[src/rtl/calc_bank.sv]
// calc_bank: bank of NUM_ACC accumulators driven by board buttons.
// Optional debounce stage enabled by defining CALC_DEBOUNCE_EN.
module calc_bank #(
    parameter int DATA_W    = 16,
    parameter int NUM_ACC   = 4,
    parameter int DB_CYCLES = 1000
) (
    input  logic                       clk,
    input  logic                       rst,
    input  logic                       btnc,
    input  logic                       btnl,
    input  logic                       btnr,
    input  logic                       btnu,
    input  logic                       btnd,
    input  logic [DATA_W-1:0]          sw,
    input  logic [$clog2(NUM_ACC)-1:0] acc_sel,
    output logic [DATA_W-1:0]          led,
    output logic [2:0]                 op_sel,
    output logic                       busy,
    output logic                       ovf
);

    localparam int SEL_W = $clog2(NUM_ACC);
    localparam int SH_W  = $clog2(DATA_W);
    localparam int M     = DATA_W - 1;

    typedef enum logic {S_IDLE, S_EXEC} state_t;
    typedef enum logic [1:0] {A_EXE, A_CLR, A_UNDO} act_t;

    // bit order: 0 c, 1 l, 2 r, 3 u, 4 d
    logic [4:0] btn_w, s1_q, s2_q, lvl_w, prev_q, pls_q;
    assign btn_w = {btnd, btnu, btnr, btnl, btnc};

    // two-flop synchroniser for all buttons
    always_ff @(posedge clk) begin
        if (rst) begin
            s1_q <= '0;
            s2_q <= '0;
        end else begin
            s1_q <= btn_w;
            s2_q <= s1_q;
        end
    end

`ifdef CALC_DEBOUNCE_EN
    localparam int CNT_W = $clog2(DB_CYCLES + 1);
    logic [CNT_W-1:0] cnt_q [5];
    logic [4:0]       db_q;

    // level changes only after DB_CYCLES consecutive cycles at the new value
    always_ff @(posedge clk) begin
        for (int i = 0; i < 5; i++) begin
            if (rst) begin
                cnt_q[i] <= '0;
                db_q[i]  <= 1'b0;
            end else if (s2_q[i] == db_q[i]) begin
                cnt_q[i] <= '0;
            end else if (cnt_q[i] == CNT_W'(DB_CYCLES - 1)) begin
                cnt_q[i] <= '0;
                db_q[i]  <= s2_q[i];
            end else begin
                cnt_q[i] <= cnt_q[i] + 1'b1;
            end
        end
    end
    assign lvl_w = db_q;
`else
    // DB_CYCLES has no effect without the debounce stage
    logic unused_db;
    assign unused_db = ^DB_CYCLES;
    assign lvl_w = s2_q;
`endif

    // registered rising-edge pulse, one cycle per press
    always_ff @(posedge clk) begin
        if (rst) begin
            prev_q <= '0;
            pls_q  <= '0;
        end else begin
            prev_q <= lvl_w;
            pls_q  <= lvl_w & ~prev_q;
        end
    end

    logic p_c, p_l, p_r, p_u, p_d, p_act;
    assign p_c   = pls_q[0];
    assign p_l   = pls_q[1];
    assign p_r   = pls_q[2];
    assign p_u   = pls_q[3];
    assign p_d   = pls_q[4];
    assign p_act = p_u | p_c | p_d;

    state_t            state_q, state_d;
    act_t              act_q, act_w;
    logic [SEL_W-1:0]  idx_q, uidx_q;
    logic [DATA_W-1:0] opnd_q, uval_q;
    logic [2:0]        cop_q, opsel_q, opsel_d;
    logic              uvld_q, ovf_q, start_w;
    logic [DATA_W-1:0] acc_q [NUM_ACC];
    logic [DATA_W-1:0] led_q;

    // state register
    always_ff @(posedge clk) begin
        if (rst) state_q <= S_IDLE;
        else     state_q <= state_d;
    end

    // next state, action priority and op select stepping
    always_comb begin
        state_d = state_q;
        start_w = 1'b0;
        act_w   = A_EXE;
        opsel_d = opsel_q;
        unique case (state_q)
            S_IDLE: begin
                if (p_act) begin
                    start_w = 1'b1;
                    state_d = S_EXEC;
                end
            end
            S_EXEC:  state_d = S_IDLE;
            default: state_d = S_IDLE;
        endcase
        if (p_u)      act_w = A_CLR;
        else if (p_c) act_w = A_EXE;
        else if (p_d) act_w = A_UNDO;
        if (!p_act && (p_l ^ p_r)) begin
            opsel_d = p_l ? opsel_q + 3'd1 : opsel_q - 3'd1;
        end
    end

    logic [DATA_W-1:0] a_w, b_w, sum_w, dif_w, res_w;
    logic [SH_W-1:0]   sh_w;
    logic              ovf_w;
    assign a_w   = acc_q[idx_q];
    assign b_w   = opnd_q;
    assign sh_w  = opnd_q[SH_W-1:0];
    assign sum_w = a_w + b_w;
    assign dif_w = a_w - b_w;

    // ALU on the captured operands
    always_comb begin
        res_w = '0;
        ovf_w = 1'b0;
        unique case (cop_q)
            3'd0: res_w = a_w & b_w;
            3'd1: res_w = a_w | b_w;
            3'd2: begin
                res_w = sum_w;
                ovf_w = (a_w[M] == b_w[M]) && (sum_w[M] != a_w[M]);
            end
            3'd3: begin
                res_w = dif_w;
                ovf_w = (a_w[M] != b_w[M]) && (dif_w[M] != a_w[M]);
            end
            3'd4: res_w = a_w ^ b_w;
            3'd5: res_w = a_w << sh_w;
            3'd6: res_w = a_w >> sh_w;
            3'd7: res_w = $signed(a_w) >>> sh_w;
            default: res_w = '0;
        endcase
    end

    // capture, accumulator write-back, undo record and led
    always_ff @(posedge clk) begin
        if (rst) begin
            for (int i = 0; i < NUM_ACC; i++) acc_q[i] <= '0;
            act_q   <= A_EXE;
            idx_q   <= '0;
            opnd_q  <= '0;
            cop_q   <= '0;
            opsel_q <= 3'd2;
            uidx_q  <= '0;
            uval_q  <= '0;
            uvld_q  <= 1'b0;
            ovf_q   <= 1'b0;
            led_q   <= '0;
        end else begin
            opsel_q <= opsel_d;
            led_q   <= acc_q[acc_sel];
            if (start_w) begin
                act_q  <= act_w;
                idx_q  <= acc_sel;
                opnd_q <= sw;
                cop_q  <= opsel_q;
            end
            if (state_q == S_EXEC) begin
                case (act_q)
                    A_EXE: begin
                        acc_q[idx_q] <= res_w;
                        uidx_q       <= idx_q;
                        uval_q       <= a_w;
                        uvld_q       <= 1'b1;
                        ovf_q        <= ovf_w;
                    end
                    A_CLR: begin
                        acc_q[idx_q] <= '0;
                        uidx_q       <= idx_q;
                        uval_q       <= a_w;
                        uvld_q       <= 1'b1;
                        ovf_q        <= 1'b0;
                    end
                    A_UNDO: begin
                        if (uvld_q) begin
                            acc_q[uidx_q] <= uval_q;
                            uvld_q        <= 1'b0;
                        end
                    end
                    default: ;
                endcase
            end
        end
    end

    assign led    = led_q;
    assign op_sel = opsel_q;
    assign busy   = (state_q == S_EXEC);
    assign ovf    = ovf_q;

endmodule

[config.mk]
export PLATFORM = sky130hd
export DESIGN_NAME = calc_bank
export DESIGN_NICKNAME = d
export VERILOG_FILES = /design/src/rtl/calc_bank.sv
export SDC_FILE = /design/constraint.sdc
export NUM_CORES = 1
export LEC_CHECK = 0
export BUFFER_PORTS_ARGS = -buffer_cell sky130_fd_sc_hd__buf_2
export CELL_PAD_IN_SITES_DETAIL_PLACEMENT = 1
export CELL_PAD_IN_SITES_GLOBAL_PLACEMENT = 1
export CORE_UTILIZATION = 44
export CTS_CLUSTER_SIZE = 8
export DETAILED_ROUTE_END_ITERATION = 10
export GPL_TIMING_DRIVEN = 0
export PLACE_DENSITY_LB_ADDON = 0.1
export SLEW_MARGIN = 10
export SYNTH_ARGS = -nofsm -noshare
export SYNTH_HDL_FRONTEND = slang
export SYNTH_SLANG_ARGS = --single-unit
[constraint.sdc]
create_clock -name clk -period 3.5 [get_ports clk]
set_input_delay 0 -clock clk [delete_from_list [all_inputs] [get_ports clk]]
set_output_delay 0 -clock clk [all_outputs]
set_load 0.005 [all_outputs]
=== Word level (Yosys, flattened, before mapping) ===
Memory sizes are Yosys's and may differ from the RTL's. A register that Yosys moved wholly into a read port is not among the register bits.
Cells that the tools add are included.

* Reduce and logical (&&, ||, !) cells: 14
* Div/mod/pow operators: 0
* Muxes and demuxes: 35
* $add $sub $neg: 4
* Shift operators: 3
* Bitwise gates (word level): 10
* Multipliers: 0
* Eq/ne operators: 13
* $lt $le $gt $ge: 0

{| class="wikitable"
|+ Operator list
! kind !! count
|-
| case mux 16 bit (8 select lines) || 1
|-
| 2-to-1 mux 16 bit || 3
|-
| OR reduction 16 bit || 2
|-
| 2-to-1 mux 1 bit || 19
|-
| adder 16 bit || 1
|-
| bitwise AND 16 bit || 1
|-
| OR 16 bit || 1
|-
| left shift 16 x 4 -> 16 bit || 1
|-
| >> shifter 16 x 4 -> 16 bit || 1
|-
| >>> shifter 16 x 4 -> 16 bit || 1
|-
| subtractor 16 bit || 1
|-
| bitwise XOR 16 bit || 1
|-
| 2-to-1 mux 2 bit || 7
|-
| equality test 3 bit (second input constant) || 4
|-
| case mux 1 bit (2 select lines) || 4
|-
| equality test 3 x 2 -> 1 bit (second input constant) || 2
|-
| AND reduction 2 bit || 3
|-
| bitwise AND 5 bit || 1
|-
| inverter 5 bit || 1
|-
| nonzero test 2 bit || 2
|-
| adder 3 x 1 -> 3 bit (second input constant) || 1
|-
| equality test 3 x 1 -> 1 bit (second input constant) || 1
|-
| logical AND 1 bit || 3
|-
| zero test 3 bit || 1
|-
| other kinds (12) || 16
|}

* RAM bits: 64
* Bits in latches: 0
* Input port bits: 25
* Memory bits (read-only): 0
* Output and inout bits: 21
* Register bits: 67
* Memories: 1
* Word-level logic and storage cells: 94

{| class="wikitable"
|+ Memories
! name !! depth !! width !! rd ports !! clocked after Yosys merged registers in !! write ports !! RTL line !! text
|-
| acc_q || 4 || 16 || 2 || 2 || 4 || 99 || <nowiki>logic [DATA_W-1:0] acc_q [NUM_ACC];</nowiki>
|}

=== Depth between registers and ports, before layout ===
Gate-level depths: netlist of run 1.

* Depth after elaboration: 9
* Mapped depth: 14
* Mapped depth without buffers: 11

=== Worst setup path before layout of run 1 ===
No wires, ideal clock.

* Path type: reg2reg
* From: reg (tool-made name)
* To: mem acc_q[0][11] (data pin)
* Setup time: 0.270 ns
* Path buffers: 3
* Clock period less this slack: 3.611 ns
* Arrival time: 3.341 ns
* Stages on the path, launching flop included: 14
* Required time: 3.230 ns
* Slack: -0.111 ns
* Cells stage by stage: dfxtp_1 buf_6 buf_12 mux4_2 inv_1 ha_1 clkbuf_1 o21ai_0 nor4_1 o311ai_0 a211o_1 o211ai_1 o31ai_1 nor2_1

{| class="wikitable"
|+ RTL lines
! item !! RTL line
|-
| to (decl) || 99
|}

==> results of run 1 <==
-- metrics by stage --
step	utilization (%)	hold WS, ns	cells
6_report	58.0	0.172	1632
3_3_place_gp	47.3	0.214	1509
4_1_cts	55.8	0.176	1611
3_5_place_dp	47.4	0.218	1511
2_1_floorplan	-	0.128	1147
5_1_grt	58.0	0.225	1632
-- worst paths after layout --
kind | startpoint | endpoint | slack (ns)
max | register | acc_q[2][11] | -0.19
min reg2reg | prev_q[0] | pls_q[0] | 0.38
min | rst | prev_q[3] | 0.17
max reg2reg | register | acc_q[2][11] | -0.19
-- power by group through the flow --
stage	Sequential [uW]	Combinational (uW)	Clock, uW
after floorplan	1950	654	0
after global placement	1960	972	0
after detailed placement	1970	985	0
after CTS	1930	1220	1860
after global routing	1940	1420	1910
final	1930	1360	1860
-- tightest hold or removal path: stages --
cell	delay, ns
buf_2	0.12
clkbuf_1	0.25
nor2b_1	0.19
-- flip-flops by register name (all words and copies together), names as in the netlist, named ones only --
signal	count
s1_q	5
pls_q	5
uval_q	16
idx_q	2
act_q	2
acc_q	64
led	16
lvl_w	5
b_w	16
prev_q	5
busy	1
op_sel	3
uvld_q	1
ovf	1
uidx_q	2
cop_q	3
-- cell type report --
class / instances / area share [%]
Inverter: 60 / 1.88
Timing Repair Buffer: 141 / 8.28
Buffer: 78 / 3.22
Tap cell: 319 / 2.94
Multi-Input combinational cell: 852 / 52.8
Sequential cell: 149 / 26.7
Clock inverter: 14 / 1.00
Antenna cell: 1 / 0.0184
Clock buffer: 18 / 3.16
-- synthesized netlist by cell type (12+ instances only) --
master / instances / area, um2
inv_1: 58 / 218
o21ai_0: 56 / 280
a21o_1: 16 / 120
nor3_1: 15 / 75.1
a211oi_1: 12 / 90.1
nand2b_1: 15 / 93.8
mux4_2: 39 / 878
ha_1: 53 / 663
nor2_1: 96 / 360
nand3_1: 22 / 110
clkbuf_1: 65 / 244
nor2b_1: 50 / 313
dfxtp_1: 85 / 1700
edfxtp_1: 64 / 1920
a21oi_1: 79 / 395
o211ai_1: 18 / 135
mux2i_1: 29 / 290
and3_1: 12 / 75.1
nand2_1: 140 / 526
-- cell usage in the layout (no fill, tap or decap), types with 21 or more instances in the layout --
cell	n
buf_2	47
clkbuf_1	47
o21ai_0	42
buf_4	66
dfxtp_1	83
dlygate4sd3_1	21
mux2i_1	27
edfxtp_1	64
nor2_1	87
a21oi_1	66
nand2_1	138
inv_1	44
ha_1	29
mux4_2	42
nor2b_1	50
-- logic make-up (layout without fill, tap and decap cells) --
kind of cell             after synthesis  count (layout)  share of synthesized area, %
AND/OR/NAND/NOR                      410             410                          19.0
AO/OA/AOI/OAI                        291             291                          19.0
flip-flops                           149             149                          34.7
buffers and inverters                146             311                          5.60
multiplexers                          85              85                          13.9
adder cells (fa/ha/maj)               56              56                          6.92
XOR/XNOR                              10              10                         0.970
other                                  0               1                             0
-- metal layers --
layer  part of all wire [%]  vias up  global-route usage, %  routed length (um)
li1                       -     4510                      -                   -
met1                     40     5279                   48.7               18400
met2                     46      581                   60.8               20900
met3                    8.7      154                   7.56                3960
met4                    5.4        0                   18.4                2450
met5                      0        -                      0                   0
-- timing repair --
item,in CTS,in global routing
pin swaps,61,41
buffers inserted,53,21
cloned,2,0
endpoints found under the hold margin,21,0
hold buffers,21,0
endpoints found under the setup margin,61,61
resized for setup,180,81
==> results.json, run 1 <==
{
  "crit_top_cell": "buf_12",
  "dieArea_um2": 24400,
  "yosysUniqueCellTypes": 86,
  "drive_gt1_share_pct": 28.8,
  "arrival_ns": 3.85,
  "internal_power_uw": 3380,
  "drtAntennaViolNets": 0,
  "tritoncts": "yes",
  "drv_slew": 0,
  "syn_inst": 1147,
  "p_switching_uw": 1760,
  "ys_ff_latch": 149,
  "holdPathStages": 3,
  "register_area_um2": 3630,
  "grt_pass1_wl_mm": 66.9,
  "nets": 1380,
  "clock_latency_ns": 0.44,
  "dp_hpwl_mm": 31.4,
  "period_needed_ns": 3.69,
  "critPathMaxStageDelay_ns": 0.59,
  "p_leak_uw": 0.00503,
  "worstSetupStartpointType": "register",
  "syn-num-nets": 1228,
  "grt_overflow_total": 0,
  "crit_fanout": 8,
  "first_pass_iters": 9,
  "p_clk_share_pct": 36.1,
  "clock_skew_ns": 0.0187,
  "synth_ff_type": "dfxtp_1",
  "rr_worst_depth": 13,
  "die_w_um": 156,
  "hold_path_class": "in -> reg",
  "maxSlewHeadroom_pct": 29.1,
  "worst-path-buf-inv": 4,
  "netSwitchingFraction_pct": 34.3,
  "remaining_drc_errors": 0,
  "vias": 10500,
  "ios": 46,
  "grt_max_degree": 17,
  "grt_usage_pct": 37.9,
  "fp.dieH_um": 156,
  "layout_setup_ws_ns": -0.186,
  "yosysWarnings": 0,
  "fp-row-count": 56,
  "io_buffers": 43,
  "area_delta_synth_final_pct": 29.9,
  "power_density_nw_per_um2": 379,
  "cts.htree.levels": 4,
  "synth-async-reset-ratio_pct": 0,
  "path_cells": "buf_12 -> buf_12 -> mux4_2 -> buf_6 -> ha_4 -> a211oi_4 -> nor4_4 -> buf_4 -> o311ai_4 -> a211o_1 -> o211ai_1 -> o31ai_4 -> nor2_1",
  "cts_sinks": 149,
  "max-vdd-ir-drop_mv": 0.336,
  "clk_pin_slew_worst_paths_ns": 0.07,
  "netlist_area_um2": 10500,
  "start_util_pct": 44.7,
  "multi_input_area_um2": 7160,
  "crit_type": "reg -> reg",
  "gp_congestion": 0.993,
  "initialDrtViolationCount": 1089,
  "combPwrFrac_pct": 26.4,
  "p_seq_share_pct": 37.5,
  "end_kind": "register",
  "max-clock-path-buffers": 2,
  "clock-root-buffer": "clkbuf_16",
  "worst_path_dominant_cell_family": "compound AO/OA/AOI/OAI gates",
  "core_area_um2": 23400,
  "fin_crit_sh_pct": 105,
  "hold_viol": 0,
  "critical_path_depth": 13,
  "final_area_um2": 13600,
  "first_global_vias": 10500,
  "antenna_found_initial": 1,
  "finalSetupTns_ns": -3.77,
  "ys_seq_area_share_pct": 34.7,
  "worst_pin_slew_ns": 1.06,
  "slowest_stage": "mux4_2",
  "wl_mm": 45.7,
  "synth.avg_cell_area_um2": 9.11,
  "rsz0062_at_grt": "true",
  "power_uw": 5150,
  "synth-edff-count": 64,
  "required_ns": 3.66,
  "cap_violations": 0,
  "status": "finished, violations left",
  "nFillCells": 2652,
  "post-place-ws_ns": -1.47,
  "violations": "negative setup slack",
  "cts_inserted_buffers": 17,
  "maxClockFrequency_mhz": 271,
  "setup_viol": 44,
  "placed_area_um2": 11100,
  "drt-vias-per-instance": 6.45,
  "wl_per_cell_um": 28.0
}
Note: power is estimated with default switching activity, not from simulation.
==> run 2: changes to the inputs <==
--- a/config.mk
+++ b/config.mk
@@ -11,8 +11,8 @@
 export CORE_UTILIZATION = 44
 export CTS_CLUSTER_SIZE = 8
 export DETAILED_ROUTE_END_ITERATION = 10
-export GPL_TIMING_DRIVEN = 0
 export PLACE_DENSITY_LB_ADDON = 0.1
+export SETUP_SLACK_MARGIN = 0.02
 export SLEW_MARGIN = 10
 export SYNTH_ARGS = -nofsm -noshare
 export SYNTH_HDL_FRONTEND = slang
==> run 2 against run 1 <==
Against the previous run:
- the flow still finishes with violations (negative setup slack)
- total power grew 1.7%
- core utilization increased by 0.21 points
- worst hold slack got worse by 0.094 ns
- global-route usage decreased by 1.2 points
- clock skew grew 0.0047 ns
- sequential share of layout area down 0.087 points
- critical path type unchanged
- highest routed layer is now met5
==> results.json, run 2 (synthesis results as in run 1) <==
{
  "worst_path_dominant_cell_family": "compound AO/OA/AOI/OAI gates",
  "power_density_nw_per_um2": 385,
  "remaining_drc_errors": 0,
  "gp_congestion": 0.995,
  "required_ns": 3.70,
  "first_global_vias": 10400,
  "tritoncts": "yes",
  "layout_setup_ws_ns": -0.0211,
  "vias": 10200,
  "maxClockFrequency_mhz": 284,
  "placed_area_um2": 12000,
  "antenna_found_initial": 1,
  "setup_viol": 6,
  "dp_hpwl_mm": 31.8,
  "worstSetupStartpointType": "register",
  "grt_usage_pct": 36.7,
  "arrival_ns": 3.72,
  "start_util_pct": 44.7,
  "slowest_stage": "mux4_2",
  "p_leak_uw": 0.00535,
  "final_area_um2": 13600,
  "cap_violations": 0,
  "hold_viol": 0,
  "dieArea_um2": 24400,
  "drv_slew": 0,
  "post-place-cells": 1592,
  "crit_fanout": 5,
  "grt_overflow_total": 0,
  "clock_latency_ns": 0.45,
  "layoutNonFillerInstCount": 1667,
  "diodes": 0,
  "wl_mm": 44.3,
  "layout_commonest_cell": "buf_4",
  "cts_sinks": 149,
  "cts.htree.levels": 4,
  "period_needed_ns": 3.52,
  "nets": 1416,
  "violations": "negative setup slack",
  "core_area_um2": 23400,
  "io_buffers": 45,
  "cts_inserted_buffers": 17,
  "max-vdd-ir-drop_mv": 0.292,
  "clk_pin_slew_worst_paths_ns": 0.08,
  "fin_util_pct": 58.2,
  "top_register": "acc_q",
  "critPathMaxStageDelay_ns": 0.56,
  "wl_per_cell_um": 26.6,
  "worst_pin_slew_ns": 1.02,
  "hold_path_class": "in -> reg",
  "first_pass_iters": 5,
  "fp.dieH_um": 156,
  "nFillCells": 2653,
  "initialDrtViolationCount": 735,
  "drt-vias-per-instance": 6.14,
  "rsz0062_at_grt": "true",
  "die_w_um": 156,
  "ios": 46,
  "holdWs_ns": 0.0780,
  "status": "finished, violations left",
  "fin_crit_sh_pct": 101,
  "grt_pass1_wl_mm": 65.0,
  "worst-path-buf-inv": 4,
  "finalSetupTns_ns": -0.0874,
  "fp-row-count": 56,
  "drive_gt1_share_pct": 31.9,
  "clock-root-buffer": "clkbuf_16",
  "largest_register_ff_count": 64,
  "drtAntennaViolNets": 0,
  "end_kind": "register",
  "clock_skew_ns": 0.0234,
  "max-clock-path-buffers": 2,
  "grt_max_degree": 38,
  "most-common-layout-cells": "buf_4 (168), nand2_1 (138), nor2_1 (89), dfxtp_1 (84), a21oi_1 (72)",
  "crit_type": "reg -> reg",
  "path_cells": "buf_6 -> mux4_2 -> buf_4 -> inv_1 -> ha_4 -> fa_2 -> o21bai_4 -> nand4_1 -> nand3_2 -> a311o_1 -> a21o_1 -> a31oi_4 -> buf_12 -> nor3_2",
  "maxSlewHeadroom_pct": 32.3,
  "area_delta_synth_final_pct": 30.3
}
## run 2: area by class of cell
| cell class | instances | area, um2 | share of cell area [%] |
|---|---|---|---|
| Sequential cell | 149 | 3630 | 26.6 |
| Clock inverter | 15 | 194 | 1.42 |
| Timing Repair Buffer | 255 | 2000 | 14.7 |
| Inverter | 60 | 229 | 1.68 |
| Multi-Input combinational cell | 852 | 6750 | 49.5 |
| Clock buffer | 17 | 425 | 3.12 |
| Tap cell | 319 | 399 | 2.93 |
## run 2: timing repair
| item | CTS | global route |
|---|---|---|
| hold endpoints to repair | 21 | 0 |
| gates resized for setup | 41 | 96 |
| pin swaps | 15 | 40 |
| setup buffers | 7 | 15 |
| hold buffers | 21 | 0 |
| setup endpoints to repair | 53 | 57 |
| gates cloned | 0 | 0 |
## run 2: through the flow
step,power (uW),worst slack [ns]
after floorplan,2610,0.0305
after global placement,3090,-0.309
after detailed placement,3110,-0.362
after CTS,5110,0.00909
after global routing,5390,-0.108
final,5240,-0.0211
## run 2: where the power goes
part           switching (uW)  internal [uW]
clock                     975            981
sequential               54.3           1890
combinational             754            588
total                    1780           3450
## run 2: final timing paths
check,from,to,slack (ns),cells after the start
setup / recovery,register,acc_q[0][10],-0.02,14
hold / removal,rst,uvld_q,0.08,3
setup reg to reg,register,acc_q[0][10],-0.02,14
hold reg to reg,prev_q[3],pls_q[3],0.38,1
## run 2: worst reg2reg max path, stage by stage, from the launching register on
cell and delay [ns]:
dfxtp_4 0.40, buf_6 0.14, mux4_2 0.56, buf_4 0.18
inv_1 0.12, ha_4 0.18, fa_2 0.24, o21bai_4 0.08
nand4_1 0.21, nand3_2 0.17, a311o_1 0.43, a21o_1 0.22
a31oi_4 0.16, buf_12 0.15, nor3_2 0.04
## run 2: layer usage
| layer | global-route usage (%) | up-vias | routed length [um] |
|---|---|---|---|
| li1 | - | 4562 | - |
| met1 | 47.3 | 5125 | 18200 |
| met2 | 61.5 | 448 | 21400 |
| met3 | 5.78 | 101 | 2960 |
| met4 | 14.2 | 2 | 1660 |
| met5 | 0 | - | 14 |
